`src/rtl/mcu_sequencer.sv`:
```
// Issue/launch/wait/complete sequencer for four multi-cycle arithmetic units.
// A unit completes only after its ready level has dropped and risen again, or the op times out.
module mcu_sequencer #(
  parameter int unsigned TIMEOUT = 64
) (
  input  logic        clk,
  input  logic        reset,
  input  logic        issue,
  input  logic [1:0]  unit_sel,
  input  logic        sub_in,
  input  logic [3:0]  ready,
  input  logic [31:0] u0_out1,
  input  logic [31:0] u0_out2,
  input  logic [31:0] u1_out1,
  input  logic [31:0] u1_out2,
  input  logic [31:0] u2_out,
  input  logic [31:0] u3_out,
  input  logic        err_clr,
  output logic [3:0]  exe,
  output logic        sub_out,
  output logic [31:0] out1,
  output logic [31:0] out2,
  output logic        busy,
  output logic        done,
  output logic        err
);

  localparam int unsigned CW = (TIMEOUT > 1) ? $clog2(TIMEOUT) : 1;
  localparam logic [CW-1:0] LAST_WAIT = CW'(TIMEOUT - 1);

  typedef enum logic [2:0] {
    S_IDLE,
    S_LAUNCH,
    S_WAIT,
    S_DONE,
    S_ERR
  } state_e;

  state_e        state_q, state_d;
  logic [1:0]    sel_q, sel_d;
  logic          sub_q, sub_d;
  logic          armed_q, armed_d;
  logic [CW-1:0] wcnt_q, wcnt_d;
  logic [31:0]   out1_q, out1_d;
  logic [31:0]   out2_q, out2_d;

  logic          sel_ready;
  logic          complete;
  logic [31:0]   res1, res2;

  assign sel_ready = ready[sel_q];
  // armed_q proves the selected unit dropped ready during this op, so a stale high level is rejected.
  assign complete  = (state_q == S_WAIT) && armed_q && sel_ready;

  always_comb begin
    res1 = '0;
    res2 = '0;
    case (sel_q)
      2'd0:    begin res1 = u0_out1; res2 = u0_out2; end
      2'd1:    begin res1 = u1_out1; res2 = u1_out2; end
      2'd2:    res1 = u2_out;
      default: res1 = u3_out;
    endcase
  end

  always_comb begin
    // NOTE: every next-state signal gets its hold value first so no path leaves one unassigned (no latches).
    state_d = state_q;
    sel_d   = sel_q;
    sub_d   = sub_q;
    armed_d = armed_q;
    wcnt_d  = wcnt_q;
    out1_d  = out1_q;
    out2_d  = out2_q;

    case (state_q)
      S_IDLE, S_DONE: begin
        if (issue) begin
          sel_d   = unit_sel;
          sub_d   = sub_in;
          armed_d = 1'b0;
          state_d = S_LAUNCH;
        end else begin
          state_d = S_IDLE;
        end
      end
      S_LAUNCH: begin
        armed_d = armed_q | ~sel_ready;
        wcnt_d  = '0;
        state_d = S_WAIT;
      end
      S_WAIT: begin
        if (complete) begin
          out1_d  = res1;
          out2_d  = res2;
          state_d = S_DONE;
        end else begin
          armed_d = armed_q | ~sel_ready;
          if (wcnt_q == LAST_WAIT) begin
            state_d = S_ERR;
          end else begin
            wcnt_d = wcnt_q + 1'b1;
          end
        end
      end
      S_ERR: begin
        if (err_clr) state_d = S_IDLE;
      end
      default: state_d = S_IDLE;
    endcase
  end

  always_ff @(posedge clk) begin
    // NOTE: sequential state uses non-blocking assignment so every register samples pre-edge values.
    if (reset) begin
      state_q <= S_IDLE;
      sel_q   <= '0;
      sub_q   <= 1'b0;
      armed_q <= 1'b0;
      wcnt_q  <= '0;
      out1_q  <= '0;
      out2_q  <= '0;
    end else begin
      state_q <= state_d;
      sel_q   <= sel_d;
      sub_q   <= sub_d;
      armed_q <= armed_d;
      wcnt_q  <= wcnt_d;
      out1_q  <= out1_d;
      out2_q  <= out2_d;
    end
  end

  assign exe     = (state_q == S_LAUNCH) ? (4'b0001 << sel_q) : 4'b0000;
  assign sub_out = sub_q;
  assign out1    = out1_q;
  assign out2    = out2_q;
  assign busy    = (state_q == S_LAUNCH) || (state_q == S_WAIT);
  assign done    = (state_q == S_DONE);
  assign err     = (state_q == S_ERR);

endmodule
```
`config.mk`:
```
export PLATFORM = sky130hd
export DESIGN_NAME = mcu_sequencer
export DESIGN_NICKNAME = d
export VERILOG_FILES = /design/src/rtl/mcu_sequencer.sv
export SDC_FILE = /design/constraint.sdc
export NUM_CORES = 1
export LEC_CHECK = 0
export CAP_MARGIN = 15
export CORE_ASPECT_RATIO = 0.5
export CORE_UTILIZATION = 31
export DETAILED_ROUTE_END_ITERATION = 8
export PLACE_DENSITY = 0.74
export SLEW_MARGIN = 20
export SYNTH_ARGS = -nofsm -noshare
export SYNTH_HDL_FRONTEND = slang
export SYNTH_SLANG_ARGS = --single-unit
```
`constraint.sdc`:
```
create_clock -name clk -period 2.3 [get_ports clk]
set_input_delay 0.345 -clock clk [delete_from_list [all_inputs] [get_ports clk]]
set_output_delay 0.345 -clock clk [all_outputs]
set_load 0.03 [all_outputs]
```
==> impl_metrics.json <==
{
  "layout_commonest_cell": "clkdlybuf4s50_1",
  "grt_max_degree": 73,
  "start_util_pct": 31.8,
  "synth_area_leaders": "dfxtp_1 36%, mux4_2 17%, mux2i_1 8.6%",
  "drt-wirelength-per-cell_microns": 16.1,
  "setup_violations": 0,
  "die_x_microns": 169,
  "tightest_slew_ns": 0.537,
  "synth_ff_type": "dfxtp_1",
  "avgSynthCellArea_sq_um": 9.42,
  "syn_nets": 661,
  "dieArea_sq_um": 14400,
  "arrival_ns": 1.83,
  "cts_buffers": 9,
  "design.core.area_sq_um": 13600,
  "power_per_cell_area_nw_per_um2": 560,
  "place_ws_ns": 0.135,
  "maxCapViolCount": 0,
  "setup_ws_ns": 0.127,
  "leakage_nw": 2.50,
  "cts_sinks": 77,
  "fin_util_pct": 56.2,
  "firstDrtPassIters": 5,
  "finalCritPeriodShare_pct": 94.5,
  "required_ns": 1.96,
  "min_path_cells": 2,
  "wl_microns": 14500,
  "synth_area_sq_um": 4300,
  "insertion_delay_ns": 0.33,
  "num_rows": 30,
  "track_usage_pct": 19.9,
  "ys_types": 40,
  "drive_above_1_share_pct": 10.7,
  "antenna_found_initial": 0,
  "hold_path.class": "reg -> reg",
  "synth_top_area_share_pct": 35.8,
  "post-route-cell-area_sq_um": 7610,
  "ys_seq_area_share_pct": 35.8,
  "portBuffers": 274,
  "gp_congestion": 0.801,
  "area_delta_synth_final_pct": 76.9,
  "cts_tree": "done",
  "io_pins": 275,
  "ir_drop_mv": 0.387,
  "nNetsFinal": 910,
  "antenna_left": 0,
  "overflow": 0,
  "run_status": "complete, no violations",
  "dpl_cell_area_sq_um": 7260,
  "slew_violations": 0,
  "drt-vias-per-instance": 5.13,
  "finalHoldViolations": 0,
  "cp_max_fo": 7,
  "async_flop_share_pct": 0,
  "drc": 0,
  "die_height_microns": 85.3,
  "clk_path_buf_depth": 2,
  "final_cell_mix": "268 x clkdlybuf4s50_1, 75 x dfxtp_1, 69 x a21oi_1",
  "vias": 4634,
  "fmax_mhz": 460,
  "dp_hpwl_microns": 11000,
  "synth_seq_cells": 77,
  "drt-initial-drc-count": 300,
  "finClkSkew_ns": 0.00578,
  "clkTransAtPathRegs_ns": 0.06,
  "p_total_mw": 4.27,
  "worst_setup_path_start_kind": "register",
  "diodes": 0,
  "yosys_warnings": 0,
  "end_kind": "primary output",
  "rsz0062_at_grt": "false",
  "synthCells": 457,
  "grt_pass1_vias": 4486,
  "crit_type": "reg -> out",
  "grt_pass1_wl_microns": 22700,
  "fin_crit_ns": 2.17,
  "relSlewSlack_pct": 64.2,
  "cts-htree-levels": 3,
  "root_buffer": "clkbuf_16",
  "fin_tns_setup_ns": 0,
  "yosysTopAreaCell": "dfxtp_1",
  "synth_edf_count": 0,
  "worstRegToRegCells": 5
}
-- flip-flops by register name (all words and copies together), names as in the netlist --
name	cells
sel_q	2
wcnt_q	6
out1	32
out2	32
armed_q	1
state_q	3
sub_out	1
-- through the flow --
step	hold slack, ns	std cells
6_report	0.471	903
5_1_grt	0.489	903
4_1_cts	0.471	903
3_5_place_dp	0.463	887
3_3_place_gp	0.457	887
2_1_floorplan	0.483	457
-- worst paths after layout --
kind / start / end / slack, ns
max: state_q[2]$_SDFFE_PP0P_ / exe[0] / 0.13
max reg2reg: state_q[0]$_SDFFE_PP0P_ / out2[11]$_SDFFE_PP0P_ / 0.25
min reg2reg: out2[12]$_SDFFE_PP0P_ / out2[12]$_SDFFE_PP0P_ / 0.47
min: out2[12]$_SDFFE_PP0P_ / out2[12]$_SDFFE_PP0P_ / 0.47
-- synthesized netlist by cell type (all sizes together) (2+ instances only) --
library cell,number
mux2,2
nor2,12
o211ai,3
o311ai,2
mux2i,37
or3b,2
nand2,7
or4,34
buf,9
nor3b,5
dfxtp,77
nor3,2
o21ai,64
a31oi,2
a21oi,69
clkbuf,44
mux4,32
nand3,35
inv,2
-- worst max-delay path, stage by stage (launching register included) --
cell,delay [ns]
dfxtp_1,0.37
or3b_2,0.54
nor3_1,0.15
dlygate4sd2_1,0.44
-- repair_timing --
item | CTS | global route
hold buffers | 0 | 0
endpoints found under the setup margin | 4 | 0
hold endpoints to repair | 0 | 0
gates resized for setup | 4 | 0
buffers inserted | 0 | 0
-- per-layer routing --
layer	share of wire, %	global-route usage, %	vias up
met3	4.6	4.66	18
met1	40	22.9	2231
met4	1.5	5.12	0
li1	-	-	2256
met2	54	37.3	129
met5	0	0	-
-- where the power goes --
group / leakage (nW) / internal [mW] / switching [mW]
Sequential: 0.622 / 1.36 / 0.0314
Clock: 0.175 / 1.17 / 0.549
Combinational: 1.70 / 0.641 / 0.518
-- logic make-up after synthesis --
family | count (synthesis) | share of synthesized area, %
adders and majority gates | 1 | 0.291
muxes | 71 | 25.9
DFF | 77 | 35.8
AOI/OAI and AO/OA | 147 | 18.1
and+or+nand+nor | 105 | 14.6
buffers and inverters | 55 | 5.15
xor gates and xnor gates | 1 | 0.204
-- cell type report --
class | count | area, sq um
Clock buffer | 9 | 225
Clock inverter | 7 | 138
Inverter | 2 | 7.51
Timing Repair Buffer | 291 | 2900
Multi-Input combinational cell | 325 | 2560
Tap cell | 192 | 240
Fill cell | 1193 | 5940
Sequential cell | 77 | 1550
Note: power is estimated with default switching activity, not from simulation.
